[src/rtl/heading_sprite_if.sv]
// Pixel-stream bundle between the timing generator side and the sprite renderer.
interface heading_sprite_if;
   logic               pix_valid_in;
   logic signed [11:0] x_value;
   logic signed [11:0] y_value;
   logic               pix_valid_out;
   logic [23:0]        pixel;
   logic               hit;

   // Source of pixel coordinates, sink of rendered colour
   modport master (
      output pix_valid_in, x_value, y_value,
      input  pix_valid_out, pixel, hit
   );

   // Renderer side
   modport slave (
      input  pix_valid_in, x_value, y_value,
      output pix_valid_out, pixel, hit
   );
endinterface

[src/rtl/heading_sprite.sv]
// Pipelined sprite renderer: square/diamond body plus a blinking heading ray,
// 4-stage fixed latency, geometry double-buffered on frame_start.
module heading_sprite #(
   parameter int unsigned WIDTH           = 64,
   parameter int unsigned HEIGHT          = 64,
   parameter logic [23:0] COLOR           = 24'hFF_FF_FF,
   parameter logic [23:0] BLANK_COLOR     = 24'h00_00_00,
   parameter logic [23:0] INDICATOR_COLOR = 24'h00_FF_00,
   parameter int unsigned TOLERANCE       = 1,
   parameter int unsigned BLINK_BITS      = 5
) (
   input  logic               clock,
   input  logic               reset_n,
   input  logic               frame_start,
   input  logic signed [11:0] center_x_in,
   input  logic signed [11:0] center_y_in,
   input  logic [4:0]         orientation_in,
   input  logic               mode_in,
   input  logic               blink_en_in,
   heading_sprite_if.slave    pix
);

   localparam int unsigned CW   = 12;  // coordinate width
   localparam int unsigned DW   = 13;  // coordinate difference width
   localparam int unsigned TW   = 9;   // trig Q1.7 width
   localparam int unsigned PW   = 22;  // cross / along width
   localparam int unsigned SW   = 14;  // |dx|+|dy| width
   localparam int unsigned NHDG = 24;

   localparam logic signed [DW-1:0] HALF_W  = DW'(WIDTH / 2);
   localparam logic signed [DW-1:0] HALF_H  = DW'(HEIGHT / 2);
   localparam logic [SW-1:0]        DIA_LIM = SW'(WIDTH / 2);
   localparam logic [PW-1:0]        TOL_LIM = PW'(TOLERANCE * 128);

   // Active (frame-latched) geometry
   logic signed [CW-1:0]  cx_q, cy_q;
   logic [4:0]            ori_q;
   logic                  mode_q;
   logic                  blink_q;
   logic [BLINK_BITS-1:0] cnt_q;

   // Stage 1 registers
   logic                 v1_q;
   logic signed [DW-1:0] dx1_q, dy1_q;
   logic [DW-1:0]        adx1_q, ady1_q;
   logic signed [TW-1:0] cos1_q, sin1_q;
   logic                 mode1_q, show1_q;

   // Stage 2 registers
   logic                 v2_q;
   logic                 inside2_q;
   logic signed [PW-1:0] cross2_q, along2_q;
   logic                 show2_q;

   // Stage 3 registers
   logic v3_q, inside3_q, on_ray3_q, show3_q;

   // Stage 4 (output) registers
   logic        pix_valid_out_q;
   logic [23:0] pixel_q;
   logic        hit_q;

   // Combinational intermediates
   logic [4:0]           ori_eff_c;
   logic signed [TW-1:0] cos_c, sin_c;
   logic signed [DW-1:0] dx_c, dy_c;
   logic [DW-1:0]        adx_c, ady_c;
   logic                 show_c;
   logic                 in_sq_c, in_dia_c, inside_c;
   logic signed [PW-1:0] cross_c, along_c;
   logic [PW-1:0]        abs_cross_c;
   logic                 on_ray_c;
   logic [23:0]          pixel_d;
   logic                 hit_d;

   // Shadow-to-active copy and frame counter on each frame_start edge
   always_ff @(posedge clock or negedge reset_n) begin
      if (!reset_n) begin
         cx_q    <= '0;
         cy_q    <= '0;
         ori_q   <= '0;
         mode_q  <= 1'b0;
         blink_q <= 1'b0;
         cnt_q   <= '0;
      end else if (frame_start) begin
         cx_q    <= center_x_in;
         cy_q    <= center_y_in;
         ori_q   <= orientation_in;
         mode_q  <= mode_in;
         blink_q <= blink_en_in;
         cnt_q   <= cnt_q + BLINK_BITS'(1);
      end
   end

   // Headings outside 0..23 fold to heading 0
   always_comb begin
      ori_eff_c = (ori_q >= 5'(NHDG)) ? 5'd0 : ori_q;
   end

   // Sin/cos ROM, round(128*cos), round(128*sin), 15 degree steps CCW from +x
   always_comb begin
      cos_c = 9'sd128;
      sin_c = 9'sd0;
      case (ori_eff_c)
         5'd0 : begin cos_c =  9'sd128; sin_c =  9'sd0;   end
         5'd1 : begin cos_c =  9'sd124; sin_c =  9'sd33;  end
         5'd2 : begin cos_c =  9'sd111; sin_c =  9'sd64;  end
         5'd3 : begin cos_c =  9'sd91;  sin_c =  9'sd91;  end
         5'd4 : begin cos_c =  9'sd64;  sin_c =  9'sd111; end
         5'd5 : begin cos_c =  9'sd33;  sin_c =  9'sd124; end
         5'd6 : begin cos_c =  9'sd0;   sin_c =  9'sd128; end
         5'd7 : begin cos_c = -9'sd33;  sin_c =  9'sd124; end
         5'd8 : begin cos_c = -9'sd64;  sin_c =  9'sd111; end
         5'd9 : begin cos_c = -9'sd91;  sin_c =  9'sd91;  end
         5'd10: begin cos_c = -9'sd111; sin_c =  9'sd64;  end
         5'd11: begin cos_c = -9'sd124; sin_c =  9'sd33;  end
         5'd12: begin cos_c = -9'sd128; sin_c =  9'sd0;   end
         5'd13: begin cos_c = -9'sd124; sin_c = -9'sd33;  end
         5'd14: begin cos_c = -9'sd111; sin_c = -9'sd64;  end
         5'd15: begin cos_c = -9'sd91;  sin_c = -9'sd91;  end
         5'd16: begin cos_c = -9'sd64;  sin_c = -9'sd111; end
         5'd17: begin cos_c = -9'sd33;  sin_c = -9'sd124; end
         5'd18: begin cos_c =  9'sd0;   sin_c = -9'sd128; end
         5'd19: begin cos_c =  9'sd33;  sin_c = -9'sd124; end
         5'd20: begin cos_c =  9'sd64;  sin_c = -9'sd111; end
         5'd21: begin cos_c =  9'sd91;  sin_c = -9'sd91;  end
         5'd22: begin cos_c =  9'sd111; sin_c = -9'sd64;  end
         5'd23: begin cos_c =  9'sd124; sin_c = -9'sd33;  end
         default: begin cos_c = 9'sd128; sin_c = 9'sd0; end
      endcase
   end

   // Stage 1 combinational: centre-relative offsets (y flipped so up is positive)
   always_comb begin
      dx_c   = {pix.x_value[CW-1], pix.x_value} - {cx_q[CW-1], cx_q};
      dy_c   = {cy_q[CW-1], cy_q} - {pix.y_value[CW-1], pix.y_value};
      adx_c  = dx_c[DW-1] ? DW'(-dx_c) : DW'(dx_c);
      ady_c  = dy_c[DW-1] ? DW'(-dy_c) : DW'(dy_c);
      show_c = !blink_q || !cnt_q[BLINK_BITS-1];
   end

   // Stage 1 register: offsets, trig values and frame-latched attributes
   always_ff @(posedge clock or negedge reset_n) begin
      if (!reset_n) begin
         v1_q    <= 1'b0;
         dx1_q   <= '0;
         dy1_q   <= '0;
         adx1_q  <= '0;
         ady1_q  <= '0;
         cos1_q  <= '0;
         sin1_q  <= '0;
         mode1_q <= 1'b0;
         show1_q <= 1'b0;
      end else begin
         v1_q    <= pix.pix_valid_in;
         dx1_q   <= dx_c;
         dy1_q   <= dy_c;
         adx1_q  <= adx_c;
         ady1_q  <= ady_c;
         cos1_q  <= cos_c;
         sin1_q  <= sin_c;
         mode1_q <= mode_q;
         show1_q <= show_c;
      end
   end

   // Stage 2 combinational: body inside test and exact cross/along products
   always_comb begin
      in_sq_c  = (dx1_q >= -HALF_W) && (dx1_q < HALF_W) &&
                 (dy1_q > -HALF_H) && (dy1_q <= HALF_H);
      in_dia_c = (SW'(adx1_q) + SW'(ady1_q)) <= DIA_LIM;
      inside_c = mode1_q ? in_dia_c : in_sq_c;
      cross_c  = (PW'(dx1_q) * PW'(sin1_q)) - (PW'(dy1_q) * PW'(cos1_q));
      along_c  = (PW'(dx1_q) * PW'(cos1_q)) + (PW'(dy1_q) * PW'(sin1_q));
   end

   // Stage 2 register
   always_ff @(posedge clock or negedge reset_n) begin
      if (!reset_n) begin
         v2_q      <= 1'b0;
         inside2_q <= 1'b0;
         cross2_q  <= '0;
         along2_q  <= '0;
         show2_q   <= 1'b0;
      end else begin
         v2_q      <= v1_q;
         inside2_q <= inside_c;
         cross2_q  <= cross_c;
         along2_q  <= along_c;
         show2_q   <= show1_q;
      end
   end

   // Stage 3 combinational: forward half-ray within the tolerance band
   always_comb begin
      abs_cross_c = cross2_q[PW-1] ? PW'(-cross2_q) : PW'(cross2_q);
      on_ray_c    = inside2_q && !along2_q[PW-1] && (abs_cross_c <= TOL_LIM);
   end

   // Stage 3 register
   always_ff @(posedge clock or negedge reset_n) begin
      if (!reset_n) begin
         v3_q      <= 1'b0;
         inside3_q <= 1'b0;
         on_ray3_q <= 1'b0;
         show3_q   <= 1'b0;
      end else begin
         v3_q      <= v2_q;
         inside3_q <= inside2_q;
         on_ray3_q <= on_ray_c;
         show3_q   <= show2_q;
      end
   end

   // Stage 4 combinational: colour select
   always_comb begin
      pixel_d = BLANK_COLOR;
      hit_d   = 1'b0;
      if (v3_q) begin
         hit_d = inside3_q;
         if (on_ray3_q && show3_q) begin
            pixel_d = INDICATOR_COLOR;
         end else if (inside3_q) begin
            pixel_d = COLOR;
         end
      end
   end

   // Stage 4 register: outputs
   always_ff @(posedge clock or negedge reset_n) begin
      if (!reset_n) begin
         pix_valid_out_q <= 1'b0;
         pixel_q         <= BLANK_COLOR;
         hit_q           <= 1'b0;
      end else begin
         pix_valid_out_q <= v3_q;
         pixel_q         <= pixel_d;
         hit_q           <= hit_d;
      end
   end

   assign pix.pix_valid_out = pix_valid_out_q;
   assign pix.pixel         = pixel_q;
   assign pix.hit           = hit_q;

endmodule

[src/flat_wrapper.sv]
// flat-port wrapper written by rule: the top's interface ports become plain ports
module heading_sprite_flat 
#(
   parameter int unsigned WIDTH           = 64,
   parameter int unsigned HEIGHT          = 64,
   parameter logic [23:0] COLOR           = 24'hFF_FF_FF,
   parameter logic [23:0] BLANK_COLOR     = 24'h00_00_00,
   parameter logic [23:0] INDICATOR_COLOR = 24'h00_FF_00,
   parameter int unsigned TOLERANCE       = 1,
   parameter int unsigned BLINK_BITS      = 5
)
  (clock, reset_n, frame_start, center_x_in, center_y_in, orientation_in, mode_in, blink_en_in, pix_pix_valid_in, pix_x_value, pix_y_value, pix_pix_valid_out, pix_pixel, pix_hit);
  heading_sprite_if pix_i ();
  input  logic clock;
  input  logic reset_n;
  input  logic frame_start;
  input  logic signed [11:0] center_x_in;
  input  logic signed [11:0] center_y_in;
  input  logic [4:0] orientation_in;
  input  logic mode_in;
  input  logic blink_en_in;
  input wire logic [$bits(pix_i.pix_valid_in)-1:0] pix_pix_valid_in;
  input wire logic [$bits(pix_i.x_value)-1:0] pix_x_value;
  input wire logic [$bits(pix_i.y_value)-1:0] pix_y_value;
  output wire logic [$bits(pix_i.pix_valid_out)-1:0] pix_pix_valid_out;
  output wire logic [$bits(pix_i.pixel)-1:0] pix_pixel;
  output wire logic [$bits(pix_i.hit)-1:0] pix_hit;
  assign pix_i.pix_valid_in = pix_pix_valid_in;
  assign pix_i.x_value = pix_x_value;
  assign pix_i.y_value = pix_y_value;
  assign pix_pix_valid_out = pix_i.pix_valid_out;
  assign pix_pixel = pix_i.pixel;
  assign pix_hit = pix_i.hit;
  heading_sprite #(.WIDTH(WIDTH), .HEIGHT(HEIGHT), .COLOR(COLOR), .BLANK_COLOR(BLANK_COLOR), .INDICATOR_COLOR(INDICATOR_COLOR), .TOLERANCE(TOLERANCE), .BLINK_BITS(BLINK_BITS)) u_core (.clock(clock), .reset_n(reset_n), .frame_start(frame_start), .center_x_in(center_x_in), .center_y_in(center_y_in), .orientation_in(orientation_in), .mode_in(mode_in), .blink_en_in(blink_en_in), .pix(pix_i));
endmodule
[config.mk]
export PLATFORM = sky130hd
export DESIGN_NAME = heading_sprite_flat
export DESIGN_NICKNAME = d
export VERILOG_FILES = /design/src/rtl/heading_sprite_if.sv /design/src/rtl/heading_sprite.sv /design/src/flat_wrapper.sv
export SDC_FILE = /design/constraint.sdc
export NUM_CORES = 1
export LEC_CHECK = 0
export CAP_MARGIN = 20
export CORE_MARGIN = 1.5
export CORE_UTILIZATION = 50
export CTS_BUF_LIST = sky130_fd_sc_hd__clkbuf_4 sky130_fd_sc_hd__clkbuf_8
export CTS_CLUSTER_SIZE = 8
export DETAILED_ROUTE_END_ITERATION = 10
export PLACE_DENSITY = 0.74
export SYNTH_ARGS = -nofsm -noshare
export SYNTH_HDL_FRONTEND = slang
export SYNTH_SLANG_ARGS = --single-unit
[constraint.sdc]
create_clock -name clock -period 5.8 [get_ports clock]
set_input_delay 0.58 -clock clock [delete_from_list [all_inputs] [get_ports clock]]
set_output_delay 0.58 -clock clock [all_outputs]
set_load 0.005 [all_outputs]
* Word level (Yosys, flattened, before mapping) *
Memory sizes are Yosys's and may differ from the RTL's. A register that Yosys moved wholly into a read port is not among the register bits.
Index checks and enable logic that the tools add are counted.

word-level totals
  word-level logic and storage cells = 66
  register bits = 168
  output and inout port bits = 26
  ROM bits = 576
  memories kept = 1

memory list
  name              depth  bits a word  read ports  clocked after Yosys merged registers in  write ports  RTL line               RTL
  (name not given)  32     18           1           1                                        0            heading_sprite.sv:104  case (ori_eff_c)

operators by class
  multipliers = 4
  reduce and logical (&&, ||, !) cells = 11
  order comparisons = 7
  multiplexer cells = 9
  $add $sub $neg = 9

operators by type and width
  cell                                                                               number
  13-bit by 9-bit multiplier with 22-bit output                                      4
  24-bit two-way mux                                                                 3
  13-bit two-way mux                                                                 2
  13-bit negation                                                                    2
  12-bit by 12-bit subtractor with 13-bit output                                     2
  22-bit adder                                                                       1
  22-bit by 8-bit less-or-equal comparator with 1-bit output, second input constant  1
  22-bit two-way mux                                                                 1
  22-bit negation                                                                    1
  22-bit subtractor                                                                  1
  13-bit by 13-bit adder with 14-bit output                                          1
  14-bit by 6-bit less-or-equal comparator with 1-bit output, second input constant  1
  13-bit by 6-bit >= comparator with 1-bit output, second input constant             1
  13-bit by 6-bit greater-than comparator with 1-bit output, second input constant   1
  13-bit by 7-bit less-or-equal comparator with 1-bit output, second input constant  1
  13-bit by 7-bit < comparator with 1-bit output, second input constant              1
  1-bit logical AND                                                                  6
  5-bit by 1-bit adder with 5-bit output, second input constant                      1
  5-bit >= comparator, second input constant                                         1
  5-bit two-way mux                                                                  1
  1-bit logical NOT                                                                  4
  1-bit two-way mux                                                                  2
  1-bit logical OR                                                                   1

* Depth between registers and ports, before layout *
  word-level depth = 5
  gate-level depth with buffers = 23

* Least setup slack after synthesis *
No wires, ideal clock.

  path type = register -> register
  from = register u_core.dx1_q[9]
  to = register u_core.cross2_q[21]
  setup time = 0.079 ns
  data required time = 5.721 ns
  slack = -0.101 ns
  clock period less this slack = 5.901 ns
  arrival time = 5.822 ns
  stages on the path, launching flop included = 21
  buffers on the path = 2
  cells stage by stage = dfrtp_1 -> clkbuf_1 -> clkbuf_1 -> nand2_1 -> fa_1 -> inv_1 -> fa_1 -> inv_1 -> fa_1 -> inv_1 -> fa_1 -> fa_1 -> fa_1 -> ha_1 -> ha_1 -> a2111oi_0 -> o221ai_1 -> a21oi_1 -> nor4_1 -> o41ai_1 -> xor2_1

on the way
  word-level cells in the longest chain between the ends = 2

ends and longest elaborated chain
  item                                           RTL line               RTL
  start: declaration                             heading_sprite.sv:44   logic signed [DW-1:0] dx1_q, dy1_q;
  start signal: assignment                       heading_sprite.sv:146  dx1_q <= '0;
  start signal: assignment                       heading_sprite.sv:156  dx1_q <= dx_c;
  13-bit by 9-bit multiplier with 22-bit output  heading_sprite.sv:173  cross_c = (PW'(dx1_q) * PW'(sin1_q)) - (PW'(dy1_q) * PW'(cos1_q));
  22-bit subtractor                              heading_sprite.sv:173
  via u_core.cross_c[21]                         heading_sprite.sv:70   logic signed [PW-1:0] cross_c, along_c;
  end signal: assignment                         heading_sprite.sv:188  cross2_q <= cross_c;
  end: declaration                               heading_sprite.sv:52   logic signed [PW-1:0] cross2_q, along2_q;

The timed path passes the listed nets, and every way through them passes these cells.
A chain may end at the register's enable or synchronous reset.

* Final worst setup path *
  from = register u_core.dy1_q[10]
  to = register u_core.cross2_q[20]

on the way
  word-level cells in the longest chain between the ends = 2

ends and longest elaborated chain
  item                                           RTL line               RTL
  start: declaration                             heading_sprite.sv:44
  start signal: assignment                       heading_sprite.sv:157  dy1_q <= dy_c;
  13-bit by 9-bit multiplier with 22-bit output  heading_sprite.sv:173
  22-bit subtractor                              heading_sprite.sv:173
  via u_core.cross_c[20]                         heading_sprite.sv:70

The timed path passes the listed nets, and every way through them passes these cells.

==> impl_metrics.tcl <==
set metrics [dict create \
    cts_buffer_depth 2 \
    failed_checks "setup timing" \
    worst_pin_slew_ps 1110 \
    fin_crit_ps 5820 \
    grt_pass1_vias 19045 \
    die_h_um 222 \
    maxCapViolCount 0 \
    fin_nets 3435 \
    vias_per_cell 5.34 \
    firstDrtPassIters 7 \
    cpMaxStageDelayCell "fa_1" \
    relSlewSlack 0.250 \
    clock_sink_count 141 \
    max_stage_delay_ps 570 \
    synth_area_um2 24000 \
    coreArea_um2 47500 \
    hold_buffers 0 \
    io_buffer_count 84 \
    synth-seq-cells 141 \
    root_buffer "clkbuf_8" \
    slew_violations 0 \
    numCtsBuffers 17 \
    crit_chain "buf_8, and2_1, fa_1, fa_1, inv_1, fa_1, inv_1, fa_1, inv_1, fa_1, fa_1, ha_1, ha_4, o21a_1, o21ai_4, buf_6, inv_2, and3_4, mux2i_1, o2111ai_1" \
    drc 0 \
    ios 85 \
    final_antenna_net_count 0 \
    fmax_mhz 172 \
    num_vias 17747 \
    cts.reportedPaths.clkPinSlew_ps 110 \
    crit_type "flop to flop" \
    post-place-cells 3237 \
    drt-total-wl_um 59800 \
    synth_top_family_by_area "adder cells" \
    setup_slack_ps -18.6 \
    path_max_fanout 7 \
    fin_cells 3323 \
    ys_seq_area_frac 0.147 \
    finalClockSkew_ps 27.9 \
    crit_path_start "u_core.dy1_q[10]" \
    synth_fa_ha_area_frac 0.502 \
    grt_max_degree 97 \
    synth_nets 3222 \
    synth_ff_type "dfrtp_1" \
    synth_warnings 0 \
    tns_ps -18.6 \
    cp-start-kind "flop" \
    synth-xor-area-share 0.0354 \
    synthSimpleGateAreaFrac 0.142 \
    antenna_cells 0 \
    dieArea_um2 49300 \
    die_width_um 222 \
    reg2reg_from "u_core.dy1_q[10]" \
    fin_crit_sh 1.00 \
    fillers 3761 \
    avgRoutedWirePerCell_um 18.0 \
    worst_path_most_repeated_cell "fa_1" \
    rsz0062_at_grt "yes" \
    rows 80 \
    grt_usage 0.244 \
    required_ps 6140 \
    rrSetupSlack_ps -20 \
    async_reset_ff_frac 1.00 \
    grt_pass1_wl_um 95400 \
    syn_to_final_growth_pct 18.0 \
    end_kind "flop" \
    htreeDepth 4 \
    gp_congestion 0.974 \
    hold_path_class "input port to async pin" \
    dp_hpwl_um 48100 \
    worstSkewPairLatency_ps 490 \
    synth_compound_area_frac 0.0593 \
    final-setup-viol-count 1 \
    drtIter0Drc 1047 \
    synth_edf_count 0 \
    antenna_found_initial 0 \
    crit_arrival_ps 6160 \
    postSynthAreaPerCell_um2 9.66 \
    netlist_instances 2482 \
    status "complete, but fails checks" \
    ys_types 68 \
    hold_viol_final 0 \
    initial_core_util 0.504 \
    synthMuxAreaShare 0.0111 \
    drive_gt1_frac 0.166 \
    dpl_worst_slack_ps -352 \
    grt_overflow 0 \
    hold_ws_ps 157 \
    cts_tree "done" \
]
-- layout make-up --
class                      instances  area (µm²)  area share
multi-input combinational       1703       18600       0.659
timing repair buffer             322        3000       0.106
sequential                       141        3560       0.126
inverter                         510        1920      0.0678
clock inverter                    15         171     0.00606
clock buffer                      17         234     0.00828
tap                              615         769      0.0272
-- worst paths after layout --
| kind | to | depth (start not counted) |
|---|---|---|
| max | u_core.cross2_q[20] | 20 |
| min | u_core.cross2_q[4] | 1 |
| max reg2reg | u_core.cross2_q[20] | 20 |
| min reg2reg | u_core.v2_q | 0 |
| max in group asynchronous | u_core.sin1_q[1] | 2 |
| min in group clock | u_core.v2_q | 0 |
-- layout by cell type (no fill, tap or decap), types with 47 or more instances in the layout --
master           instances
nand2_1                260
inv_1                  492
o21ai_0                 58
fa_1                   439
buf_4                  183
xnor2_1                 80
nor2_1                  68
and2_1                 199
dfrtp_1                112
a21oi_1                 47
ha_1                   193
clkdlybuf4s50_1         82
-- synth_stat cells (all sizes together), types with 4 or more instances --
cell type | count | area, µm²
o31ai | 8 | 73.8
o21bai | 4 | 30.0
fa | 466 | 9330
nand2 | 266 | 998
o41ai | 4 | 35.0
a211oi | 8 | 65.1
nor2b | 9 | 56.3
and3 | 7 | 43.8
o22ai | 5 | 31.3
clkbuf | 104 | 390
nand4 | 10 | 62.6
mux2 | 16 | 180
xor2 | 16 | 140
o21ai | 67 | 335
a31oi | 9 | 56.3
xnor2 | 81 | 709
nor2 | 69 | 259
dfrtp | 141 | 3530
o211ai | 4 | 30.0
mux2i | 4 | 40.0
and2 | 211 | 1320
nor3 | 24 | 120
nor4 | 12 | 81.3
buf | 24 | 173
a21oi | 57 | 285
nand3 | 12 | 60.1
nand2b | 39 | 244
inv | 509 | 1910
or3 | 6 | 42.5
o21a | 10 | 75.1
a21o | 16 | 120
ha | 215 | 2690
-- registers in the layout, summed over array words and instances (netlist names), 2 cells and up --
signal	flops
u_core.adx1_q	12
u_core.ady1_q	13
u_core.cnt_q	5
u_core.cos1_q	9
u_core.cross2_q	22
u_core.cx_q	12
u_core.cy_q	12
u_core.dx1_q	13
u_core.dy1_q	12
u_core.ori_q	5
u_core.pix.pixel	2
u_core.sin1_q	9
-- metal layers --
metal	global-route usage	wire length, µm	up-vias
met2	0.426	30400	615
met1	0.310	23200	9009
met4	0.0966	2800	0
met3	0.0314	3320	159
li1	-	-	7964
met5	0	0	-
-- stage by stage --
step,instance area (µm²),utilization
floorplan,24000,-
global placement,26500,0.558
detailed placement,26500,0.558
CTS,27100,0.569
global route,28300,0.595
finish,28300,0.595
-- worst max-delay path: cells and delay by family, from the launching register on --
| kind | cells | cell delay, ps |
|---|---|---|
| compound gates | 3 | 560 |
| fa+ha+maj | 8 | 3630 |
| buf+inv | 6 | 490 |
| flops | 1 | 500 |
| mux | 1 | 140 |
| simple gates | 2 | 340 |
-- cell families after synthesis --
family | count (synthesis)
fa+ha+maj | 682
simple gates | 678
buf+inv | 638
xor+xnor | 97
compound gates | 224
flops | 141
mux | 22
-- timing repair --
item | in CTS | in global routing
resized for setup | 36 | 176
setup endpoints to repair | 7 | 11
gates cloned | 0 | 1
pin swaps | 11 | 126
buffers inserted | 4 | 51
Power is left out: the tool's default activity adds up to more than one toggle a clock period on the data nets, which glitch-free logic cannot reach.
